===== src/rtl/alu_seq.sv =====
// alu_seq: 8-bit execution unit, single-cycle ALU ops plus shift-add MUL.
// Produces the result, flags and a flag-write strobe for the flag register.
package alu_seq_pkg;
    typedef struct packed {
        logic carry;
        logic zero;
        logic sign;
        logic overflow;
    } struct_alu_flag_t;

    localparam logic [3:0] OP_ADD = 4'h0;
    localparam logic [3:0] OP_ADC = 4'h1;
    localparam logic [3:0] OP_SUB = 4'h2;
    localparam logic [3:0] OP_SBB = 4'h3;
    localparam logic [3:0] OP_AND = 4'h4;
    localparam logic [3:0] OP_OR  = 4'h5;
    localparam logic [3:0] OP_XOR = 4'h6;
    localparam logic [3:0] OP_NOT = 4'h7;
    localparam logic [3:0] OP_SHL = 4'h8;
    localparam logic [3:0] OP_SHR = 4'h9;
    localparam logic [3:0] OP_ROL = 4'hA;
    localparam logic [3:0] OP_ROR = 4'hB;
    localparam logic [3:0] OP_MUL = 4'hC;
endpackage

module alu_seq
    import alu_seq_pkg::*;
#(
    parameter int DATA_W = 8
) (
    input  logic              iclk,
    input  logic              irst,
    input  logic              istart,
    input  logic              iabort,
    input  logic [3:0]        iop,
    input  logic [DATA_W-1:0] ia,
    input  logic [DATA_W-1:0] ib,
    input  logic              icarry,
    output logic              obusy,
    output logic              odone,
    output logic [DATA_W-1:0] oresult,
    output logic [DATA_W-1:0] oresult_hi,
    output struct_alu_flag_t  oflag,
    output logic              oflag_we
);

    localparam int CW = $clog2(DATA_W);
    localparam logic [CW-1:0] LAST = CW'(DATA_W - 1);

    typedef enum logic [0:0] {
        IDLE,
        MUL
    } state_t;

    state_t            state;
    logic [CW-1:0]     cnt;
    logic [DATA_W-1:0] mcand;
    logic [DATA_W-1:0] p_hi;
    logic [DATA_W-1:0] p_lo;

    logic              cin;
    logic [DATA_W:0]   sum;
    logic [DATA_W:0]   diff;
    logic [DATA_W-1:0] alu_res;
    struct_alu_flag_t  alu_flg;
    logic              alu_we;

    logic [DATA_W:0]   acc;
    logic [DATA_W-1:0] nhi;
    logic [DATA_W-1:0] nlo;
    struct_alu_flag_t  mul_flg;

    // Single-cycle result and flags, computed from the operands at accept
    always_comb begin
        cin     = (iop == OP_ADC || iop == OP_SBB) ? icarry : 1'b0;
        sum     = {1'b0, ia} + {1'b0, ib} + {{DATA_W{1'b0}}, cin};
        diff    = {1'b0, ia} - {1'b0, ib} - {{DATA_W{1'b0}}, cin};
        alu_res = ia;
        alu_flg = '0;
        alu_we  = 1'b1;
        case (iop)
            OP_ADD, OP_ADC: begin
                alu_res          = sum[DATA_W-1:0];
                alu_flg.carry    = sum[DATA_W];
                alu_flg.overflow = (ia[DATA_W-1] == ib[DATA_W-1]) &&
                                   (sum[DATA_W-1] != ia[DATA_W-1]);
            end
            OP_SUB, OP_SBB: begin
                alu_res          = diff[DATA_W-1:0];
                alu_flg.carry    = diff[DATA_W];
                alu_flg.overflow = (ia[DATA_W-1] != ib[DATA_W-1]) &&
                                   (diff[DATA_W-1] != ia[DATA_W-1]);
            end
            OP_AND: alu_res = ia & ib;
            OP_OR:  alu_res = ia | ib;
            OP_XOR: alu_res = ia ^ ib;
            OP_NOT: alu_res = ~ia;
            OP_SHL: begin
                alu_res       = {ia[DATA_W-2:0], 1'b0};
                alu_flg.carry = ia[DATA_W-1];
            end
            OP_SHR: begin
                alu_res       = {1'b0, ia[DATA_W-1:1]};
                alu_flg.carry = ia[0];
            end
            OP_ROL: begin
                alu_res       = {ia[DATA_W-2:0], ia[DATA_W-1]};
                alu_flg.carry = ia[DATA_W-1];
            end
            OP_ROR: begin
                alu_res       = {ia[0], ia[DATA_W-1:1]};
                alu_flg.carry = ia[0];
            end
            default: alu_we = 1'b0;
        endcase
        alu_flg.zero = (alu_res == '0);
        alu_flg.sign = alu_res[DATA_W-1];
    end

    // One shift-add step: add multiplicand on lsb, shift {acc, lo} right
    always_comb begin
        acc = {1'b0, p_hi} + (p_lo[0] ? {1'b0, mcand} : '0);
        nhi = acc[DATA_W:1];
        nlo = {acc[0], p_lo[DATA_W-1:1]};
        mul_flg.carry    = |nhi;
        mul_flg.overflow = |nhi;
        mul_flg.zero     = ~|{nhi, nlo};
        mul_flg.sign     = nhi[DATA_W-1];
    end

    // Control FSM with registered outputs; abort beats completion
    always_ff @(posedge iclk or posedge irst) begin
        if (irst) begin
            state      <= IDLE;
            cnt        <= '0;
            mcand      <= '0;
            p_hi       <= '0;
            p_lo       <= '0;
            obusy      <= 1'b0;
            odone      <= 1'b0;
            oflag_we   <= 1'b0;
            oresult    <= '0;
            oresult_hi <= '0;
            oflag      <= '0;
        end else begin
            odone    <= 1'b0;
            oflag_we <= 1'b0;
            case (state)
                IDLE: begin
                    if (istart) begin
                        if (iop == OP_MUL) begin
                            state <= MUL;
                            obusy <= 1'b1;
                            mcand <= ia;
                            p_hi  <= '0;
                            p_lo  <= ib;
                            cnt   <= '0;
                        end else begin
                            oresult    <= alu_res;
                            oresult_hi <= '0;
                            odone      <= 1'b1;
                            if (alu_we) begin
                                oflag    <= alu_flg;
                                oflag_we <= 1'b1;
                            end
                        end
                    end
                end
                MUL: begin
                    if (iabort) begin
                        state <= IDLE;
                        obusy <= 1'b0;
                        cnt   <= '0;
                    end else if (cnt == LAST) begin
                        state      <= IDLE;
                        obusy      <= 1'b0;
                        cnt        <= '0;
                        p_hi       <= nhi;
                        p_lo       <= nlo;
                        oresult    <= nlo;
                        oresult_hi <= nhi;
                        oflag      <= mul_flg;
                        odone      <= 1'b1;
                        oflag_we   <= 1'b1;
                    end else begin
                        p_hi <= nhi;
                        p_lo <= nlo;
                        cnt  <= cnt + 1'b1;
                    end
                end
                default: state <= IDLE;
            endcase
        end
    end

endmodule


===== config.mk =====
export PLATFORM = sky130hd
export DESIGN_NAME = alu_seq
export DESIGN_NICKNAME = d
export VERILOG_FILES = /design/src/rtl/alu_seq.sv
export SDC_FILE = /design/constraint.sdc
export NUM_CORES = 1
export LEC_CHECK = 0
export CORE_MARGIN = 1.5
export CORE_UTILIZATION = 45
export CTS_CLUSTER_DIAMETER = 30
export CTS_CLUSTER_SIZE = 16
export DETAILED_ROUTE_END_ITERATION = 6
export HOLD_SLACK_MARGIN = 0.15
export PLACE_DENSITY = 0.66
export SLEW_MARGIN = 15
export SYNTH_ARGS = -nofsm -noshare
export SYNTH_HDL_FRONTEND = slang
export SYNTH_SLANG_ARGS = --single-unit

===== constraint.sdc =====
create_clock -name iclk -period 7.86 [get_ports iclk]
set_input_delay 1.572 -clock iclk [delete_from_list [all_inputs] [get_ports iclk]]
set_output_delay 1.572 -clock iclk [all_outputs]
set_load 0.05 [all_outputs]

-- Word level (Yosys, flattened, before mapping)
Cells that the tools add are included.
- add/sub/neg operators: 6
- equality and inequality tests: 24
- muxes and demuxes: 54
- bitwise logic cells: 5
- reduce and logical (&&, ||, !) cells: 19
- operator list (cell ; count):
    $mux W8 ; 15
    $pmux W8 S10 ; 1
    $pmux W8 S2 ; 4
    $eq A4 B4 Y1 const B ; 5
    $mux W4 ; 5
    $add A8 B8 Y9 ; 2
    $mux W1 ; 17
    $eq A4 B3 Y1 const B ; 4
    $reduce_or A16 Y1 ; 1
    $mux W3 ; 4
    $reduce_or A12 Y1 ; 1
    $ne A2 B2 Y1 const B ; 5
    $pmux W1 S2 ; 5
    $add A9 B1 Y9 ; 1
    $reduce_and A3 Y1 ; 3
    $sub A8 B8 Y9 ; 1
    $sub A9 B1 Y9 ; 1
    $and A8 B8 Y8 ; 1
    $eq A4 B2 Y1 const B ; 2
    $logic_not A8 Y1 ; 1
    $not A8 Y8 ; 1
    $or A8 B8 Y8 ; 1
    $pmux W4 S2 ; 1
    $reduce_or A2 Y1 ; 4
    other kinds (19) ; 22
- register bits: 51
- input port bits: 25
- output and inout bits: 23
- logic and storage cells: 122

-- Logic depth before layout (Yosys ltp)
Gate-level depths: netlist (run 1).
- depth in word-level cells: 11
- depth in mapped cells: 15
- mapped depth without buffers: 13

-- Least setup slack after synthesis (run 1)
No wires, ideal clock.
- path type: input port to flip-flop
- start: input iop[0]
- end: register oresult[7]
- setup time: 0.128 ns
- arrival: 4.226 ns
- data required time: 7.732 ns
- setup slack: 3.506 ns
- stages: 14
- path buffers: 2
- cells stage by stage: buf_2 buf_1 nand3_1 inv_1 fa_1 inv_1 ha_1 o21ai_1 a2111oi_2 mux2_4 o21ai_2 o311a_1 nor2b_4 o31ai_4
- word-level cells in the longest chain between the ends: 8
- elaborated cells on any way between the ends: 25
- classes of those cells: add/sub (2); eq/ne (13); mux (5); reduce/logical (5)
- ends and longest elaborated chain (element ; RTL line ; text):
    start: declaration ; 35 ; input logic [3:0] iop,
    $eq A4 B1 Y1 or $eq A4 B2 Y1 (tied branches) ; 75, 81 ;
    $logic_or A1 B1 Y1 ; 75 ; cin = (iop == OP_ADC || iop == OP_SBB) ? icarry : 1'b0;
    $mux W1 ; 75 ;
    $sub A9 B1 Y9 or $add A9 B1 Y9 (tied branches) ; 77, 76 ;
    $pmux W8 S10 ; 81 ; case (iop)
    $mux W8 ; 151 ; if (iop == OP_MUL) begin
    $mux W8 ; 150 ; if (istart) begin
    $pmux W8 S2 ; 148 ; case (state)
    end signal: assignment ; 159 ; oresult <= alu_res;
    end signal: assignment ; 180 ; oresult <= nlo;
    end: declaration ; 41 ; output logic [DATA_W-1:0] oresult,
Several ways; a longest one is shown, not always the timed one. The select of a mux whose other input is x is not followed.
A chain may end at the register's enable or synchronous reset.

-- Worst setup path in the final report (run 1)
- start: input iop[2]
- end: register oresult[7]
The elaborated chain is that of the path after synthesis.

==> metrics.log, run 1 <==
[metrics] outcome: finished, final reports clean
[metrics] worst path bufs/invs: 3
[metrics] worst-path cell chain: clkdlybuf4s50_1 > nor2_1 > nand3_1 > inv_1 > fa_1 > inv_1 > ha_1 > o21ai_1 > a2111oi_2 > mux2_4 > o21ai_2 > o311a_1 > nor2b_4 > o31ai_4
[metrics] total standard cell area after synthesis: 4290 um2
[metrics] Post-synth ARST share: 100%
[metrics] root cell of the clock tree: clkbuf_8
[metrics] Cells after Synth: 480
[metrics] number of endpoints failing setup at the final stage: 0
[metrics] gpl congestion: ~0.91
[metrics] share of post-route cells with drive strength above 1: ~6.4%
[metrics] number of buffers inserted by port buffering: 47
[metrics] largest net degree at the start of global routing: 52
[metrics] layout net count: just under 600
[metrics] overall via count from detail_route: between 3k and 4k
[metrics] P per Cell Area: 174 nW/um2
[metrics] Top FF cell, synth: dfrtp_1
[metrics] overall die height: 101 um
[metrics] sequential element share of the synthesized area: between 20% and 30%
[metrics] number of design rule violations left after detail routing: 0
[metrics] overall power: 0.856 mW
[metrics] number of buffers inserted during clock tree synthesis: 5
[metrics] number of antenna violations at the first check in global routing: 0
[metrics] fin util: 53.2%
[metrics] initial DRC count: around 270
[metrics] initial standard-cell utilization of the core: 46.5%
[metrics] Setup crit end kind: flip-flop
[metrics] Tightest Hold Check Type: reg -> reg
[metrics] Max VDD drop: 0.0987 mV
[metrics] post-layout minimum cycle time: between 5 and 6 ns
[metrics] Yosys reg bits: 51
[metrics] Avg Cell Area, Syn: 8.94 um2
[metrics] max-slew violations: 0
[metrics] Worst-Margin Slew: 1.06 ns
[metrics] Routed WL per cell: 17.6 um
[metrics] Slowest Stage Delay on Critical Path: 0.96 ns
[metrics] P&R area growth vs syn: 14.4%
[metrics] Std-Cell Core Area: roughly 9200 um2
[metrics] hold violation count in the final report: 0
[metrics] count of different cell masters after synthesis: 78
[metrics] final total negative setup slack: 0 ns
[metrics] gate family responsible for the most delay along the worst path: buffers and inverters
[metrics] Post-Route Skew: 0.0118 ns
[metrics] post-CTS setup buffer count: 0
[metrics] largest buffer count on any clock path: 2
[metrics] kind of start point of the critical path: input port
[metrics] Data required, critical path: 8.05 ns
[metrics] filler cell count in the final layout: roughly 890
[metrics] cell seen most often among critical-path stages: inv_1
[metrics] Post-DRT Antenna Nets: 0
[metrics] CTS tree: yes
[metrics] maximum level of the CTS H-tree: 2
[metrics] number of flops mapped to enable cells by yosys: 0
[metrics] share of the synthesized area in the top cell type: 29.7%
[metrics] CP Class: in -> reg
[metrics] worst hold slack after final layout: 0.477 ns
[metrics] maximum achievable frequency: 192 MHz
[metrics] most area-hungry cell type in the Yosys netlist: dfrtp_1
[metrics] cell types occupying the most area after synthesis: dfrtp_1 30%, ha_1 12%, nand2_1 4.7%
[metrics] wire length after detailed routing: 11.3 mm
[metrics] post-synth net total: 550
[metrics] Die ar.: 10,100 um2
[metrics] Synth warnings: 0
[metrics] fin crit share: around two thirds
[metrics] clock transition at the registers of the reported paths: 0.10 ns
[metrics] Initial DRT Pass Iterations: 5
[metrics] Chip Width: 101 um
[metrics] wire length of the first global-routing pass: 18.7 mm
[metrics] data arrival at the endpoint of the critical path: around 5.4 ns
[metrics] Overflow after GRT: 0
[metrics] Max stage delay cell, worst path: clkdlybuf4s50_1
[metrics] unrepaired setup endpoints after global routing: false
[metrics] highest-count cells in the layout ignoring fill and taps: 54 x nand2_1, 51 x dfrtp_1, 47 x clkdlybuf4s50_1
[metrics] Static Leakage: 2.22 nW
[metrics] Max Fanout on Critical Path: 31
[metrics] Detail Placement HPWL: 8.69 mm
[metrics] Total GRT Usage: 23.8%
[metrics] Row Count: 35
[metrics] number of sinks driven by the clock tree: 51
[metrics] worst slew margin relative to its limit: between 20 and 30%
[metrics] most common cell after layout, fill and taps aside: nand2_1
[metrics] Max-Cap Viols: 0
[metrics] via density per instance: roughly 5.8
[metrics] cts repair resizes: 0
[metrics] Boundary Pins: 48
[metrics] vias in the first global route: around 3.7k
[metrics] clock latency of the later-clocked register in the worst-skew pair: 0.32 ns
[metrics] # hold bufs at CTS: 0
[metrics] antenna fix cells: 0
## per-stage QoR
step	instances	instance area (um2)	worst slack, ns
6_report	643	4910	2.66
5_1_grt	643	4910	2.40
4_1_cts	643	4910	2.70
3_5_place_dp	635	4790	2.38
3_3_place_gp	635	4790	2.48
2_1_floorplan	480	4290	3.51
## layout make-up
| cell class | instances | area [um2] | share of cell area [%] |
|---|---|---|---|
| clock buffers | 6 | 82.6 | 1.68 |
| clock inverters | 2 | 38.8 | 0.790 |
| inverters | 32 | 121 | 2.47 |
| multi-input cells | 374 | 2750 | 55.9 |
| flip-flops and latches | 51 | 1280 | 26.0 |
| well taps | 129 | 161 | 3.29 |
| repair buffers | 49 | 485 | 9.88 |
## synth_stat cells (3+ instances only)
cell type / instances
a21o_1: 6
a22oi_1: 3
a211oi_1: 11
nand3b_1: 3
a31oi_1: 4
buf_2: 7
nor2b_1: 5
inv_1: 29
nor2_1: 25
clkbuf_1: 7
xnor2_1: 5
nor3_1: 7
xor2_1: 7
nand4_1: 4
fa_1: 5
mux2i_1: 17
a21oi_1: 12
nand3_1: 10
o21ai_0: 37
mux2_1: 5
o211ai_1: 5
a22o_1: 9
ha_1: 40
o22ai_1: 7
dfrtp_1: 51
nand2b_1: 7
and2_1: 11
nor3b_1: 4
a32oi_1: 3
o31ai_1: 4
buf_6: 4
o21ai_1: 11
o21a_1: 6
nand2_1: 54
## tightest hold or removal path: cells and delay by family (launching register included)
| kind | cells | cell delay, ns |
|---|---|---|
| flip-flops | 1 | 0.36 |
| AND/OR/NAND/NOR | 2 | 0.10 |
## per-layer routing
layer / global-route usage, % / wire length, um
met3: 3.19 / 594
met2: 39.7 / 5320
met1: 31.1 / 5020
met4: 9.43 / 364
met5: 0 / 0
## path summary, 6_finish.rpt
kind / startpoint / to / slack (ns) / cells after the start
min in group asynchronous: irst / oresult_hi[4] / 1.72 / 2
min: oresult_hi[0] / oresult_hi[0] / 0.48 / 2
max reg2reg: p_lo[0] / oflag[3] / 4.90 / 10
max: iop[2] / oresult[7] / 2.66 / 14
min reg2reg: oresult_hi[0] / oresult_hi[0] / 0.48 / 2
max in group asynchronous: irst / oflag[1] / 5.62 / 2
## where the power goes
group          internal (mW)  total, mW  switching (mW)
Combinational          0.129      0.329           0.201
Sequential             0.301      0.329          0.0280
Clock                  0.105      0.198          0.0927
Total                  0.534      0.856           0.321
## registers in the layout, summed over array words and instances (netlist names)
| register | count |
|---|---|
| oresult | 8 |
| obusy | 1 |
| oresult_hi | 8 |
| odone | 1 |
| state | 1 |
| mcand | 8 |
| oflag | 4 |
| oflag_we | 1 |
| cnt | 3 |
| p_lo | 8 |
| p_hi | 8 |
## kinds of logic (layout without fill, tap and decap cells)
group	Yosys count	count (layout)	synth area share [%]
buffers and inverters	55	89	6.35
DFF	51	51	29.7
adders and majority gates	45	45	14.0
and+or+nand+nor	152	152	18.5
muxes	25	25	6.15
xor gates and xnor gates	12	12	2.45
AOI/OAI and AO/OA	140	140	22.8
Power figures use the tool's default switching activity.
==> run 2, diff against run 1 <==
PLACE_DENSITY = 0.69   (was 0.66)
clock period = 4.2 ns   (was 7.86 ns; I/O delays follow)
==> metrics.log, run 2 (same netlist as run 1, synthesis figures left out) <==
[metrics] antenna fix cells: 0
[metrics] Finished Cell Area: 5020 um2
[metrics] initial DRC count: 209
[metrics] Die ar.: 10,100 um2
[metrics] number of endpoints failing setup at the final stage: 0
[metrics] Max stage delay cell, worst path: clkdlybuf4s50_1
[metrics] initial standard-cell utilization of the core: 46.5%
[metrics] Max Fanout on Critical Path: 2
[metrics] launch point of the worst hold path: mcand[3]
[metrics] Slowest Stage Delay on Critical Path: 0.51 ns
[metrics] root cell of the clock tree: clkbuf_8
[metrics] number of antenna violations at the first check in global routing: 0
[metrics] Max-Cap Viols: 0
[metrics] worst hold slack after final layout: between 0.4 and 0.5 ns
[metrics] Row Count: 35
[metrics] post-layout minimum cycle time: 3.68 ns
[metrics] Data required, critical path: between 4 and 5 ns
[metrics] vias in the first global route: 3,721
[metrics] filler cell count in the final layout: 860
[metrics] layout net count: 600
[metrics] design internal power: about 1 mW
[metrics] maximum achievable frequency: ~270 MHz
[metrics] via density per instance: 5.77
[metrics] clock latency of the later-clocked register in the worst-skew pair: 0.30 ns
[metrics] startpoint of the lowest-slack register-to-register path: p_lo[0]
[metrics] Post-Route Skew: 0.00895 ns
[metrics] CP Class: in -> reg
[metrics] number of sinks driven by the clock tree: 51
[metrics] Setup crit end kind: flip-flop
[metrics] CTS tree: yes
[metrics] highest-count cells in the layout ignoring fill and taps: 54 x nand2_1, 51 x dfrtp_1, 47 x clkdlybuf4s50_1
[metrics] Post-DRT Antenna Nets: 0
[metrics] hold-critical path endpoint: mcand[3]
[metrics] overall via count from detail_route: ~3.8k
[metrics] RR Endpoint: oflag[3]
[metrics] data arrival at the endpoint of the critical path: 3.86 ns
[metrics] overall die height: 101 um
[metrics] area of placed instances: 4910 um2
[metrics] largest net degree at the start of global routing: 52
[metrics] clock transition at the registers of the reported paths: 0.09 ns
[metrics] number of buffers inserted during clock tree synthesis: 5
[metrics] register-to-register setup slack: 1.18 ns
[metrics] P per Cell Area: between 300 and 400 nW/um2
[metrics] cts repair resizes: 0
[metrics] net switching power: about 0.6 mW
[metrics] number of buffers inserted by port buffering: 47
[metrics] number of design rule violations left after detail routing: 0
[metrics] largest buffer count on any clock path: 2
[metrics] worst slew margin relative to its limit: between 40% and 50%
[metrics] Max VDD drop: 0.157 mV
[metrics] gpl congestion: approximately 0.91
[metrics] Routed WL per cell: 17.3 um
[metrics] Initial DRT Pass Iterations: 5
[metrics] share of post-route cells with drive strength above 1: a little under a tenth
[metrics] Chip Width: 101 um
[metrics] worst-path cell chain: clkdlybuf4s50_1 > nor2_1 > nand3_1 > inv_1 > fa_1 > inv_1 > fa_1 > nor3_1 > a211oi_1 > o41ai_1 > buf_4 > nor3_1 > and4b_1 > a41o_1
[metrics] Tightest Hold Check Type: reg -> reg
[metrics] hold violation count in the final report: 0
[metrics] overall power: 1.58 mW
[metrics] post-CTS setup buffer count: 0
[metrics] final total negative setup slack: 0 ns
[metrics] outcome: finished, final reports clean
[metrics] clock network fraction of total power: between 20% and 30%
[metrics] Static Leakage: roughly 2.3 nW
[metrics] Overflow after GRT: 0
[metrics] P&R area growth vs syn: 17.0%
[metrics] max-slew violations: 0
[metrics] kind of start point of the critical path: input port
[metrics] worst setup slack after layout: 0.521 ns
[metrics] depth of the worst register-to-register path: 10
[metrics] fraction of power consumed by combinational cells: 39.9%
[metrics] unrepaired setup endpoints after global routing: false
[metrics] Worst-Margin Slew: 0.859 ns
[metrics] wire length after detailed routing: 11.4 mm
[metrics] wire length of the first global-routing pass: 19.0 mm
[metrics] Total GRT Usage: 23.9%
[metrics] Hold Path Depth: 2
[metrics] Detail Placement HPWL: between 9 and 10 mm
[metrics] switching share of power: 37.3%
[metrics] sequential fraction of design power: 38.9%
[metrics] most common cell after layout, fill and taps aside: nand2_1
[metrics] fin crit share: 87.6%
[metrics] worst-case setup slack after placement: roughly 0.21 ns
[metrics] # hold bufs at CTS: 0
[metrics] Boundary Pins: 48
[metrics] Std-Cell Core Area: 9240 um2
[metrics] maximum level of the CTS H-tree: 2
-- run 2: layout make-up --
| cell class | instances | area, um2 | area share [%] |
|---|---|---|---|
| Multi-Input combinational cell | 374 | 2740 | 54.6 |
| Sequential cell | 51 | 1280 | 25.4 |
| Timing Repair Buffer | 66 | 613 | 12.2 |
| Tap cell | 129 | 161 | 3.21 |
| Inverter | 32 | 121 | 2.42 |
| Clock buffer | 5 | 68.8 | 1.37 |
| Clock inverter | 2 | 37.5 | 0.747 |
-- run 2: worst max-delay path by stage --
stage / slack, ns / endpoint / cells past startpoint / startpoint
floorplan: 0.58 / oresult[7] / 14 / iop[0]
detailed placement: 0.21 / oflag[2] / 14 / iop[2]
global placement: 0.21 / oflag[2] / 14 / iop[2]
CTS: 0.52 / oflag[2] / 14 / iop[2]
global route: 0.29 / oresult[7] / 14 / iop[2]
finish: 0.52 / oflag[2] / 14 / iop[2]
-- run 2: power by group through the flow --
stage               combinational, mW  sequential [mW]  clock [mW]
detailed placement              0.625            0.624           0
floorplan                       0.353            0.695           0
global placement                0.615            0.621           0
finish                          0.629            0.614       0.334
CTS                             0.628            0.614       0.344
global route                    0.686            0.625       0.361
-- run 2: worst max-delay path: cells and delay by family --
| family | cells | cell delay (ns) |
|---|---|---|
| simple gates | 5 | 0.59 |
| compound gates | 3 | 0.77 |
| buf+inv | 4 | 0.86 |
| fa+ha+maj | 2 | 0.80 |
-- run 2: metal layers --
metal / vias to the layer above / track usage (%) / wire length (um)
met5: - / 0 / 0
met4: 0 / 6.72 / 173
met3: 18 / 2.91 / 633
met2: 149 / 39.9 / 5450
met1: 1813 / 32.6 / 5160
li1: 1821 / - / -
-- run 2: metrics by stage --
stage                     instances  utilization, %
after floorplan                 480               -
after global placement          652            53.2
after detailed placement        652            53.2
after CTS                       659            54.3
after global routing            659            54.4
final                           659            54.4
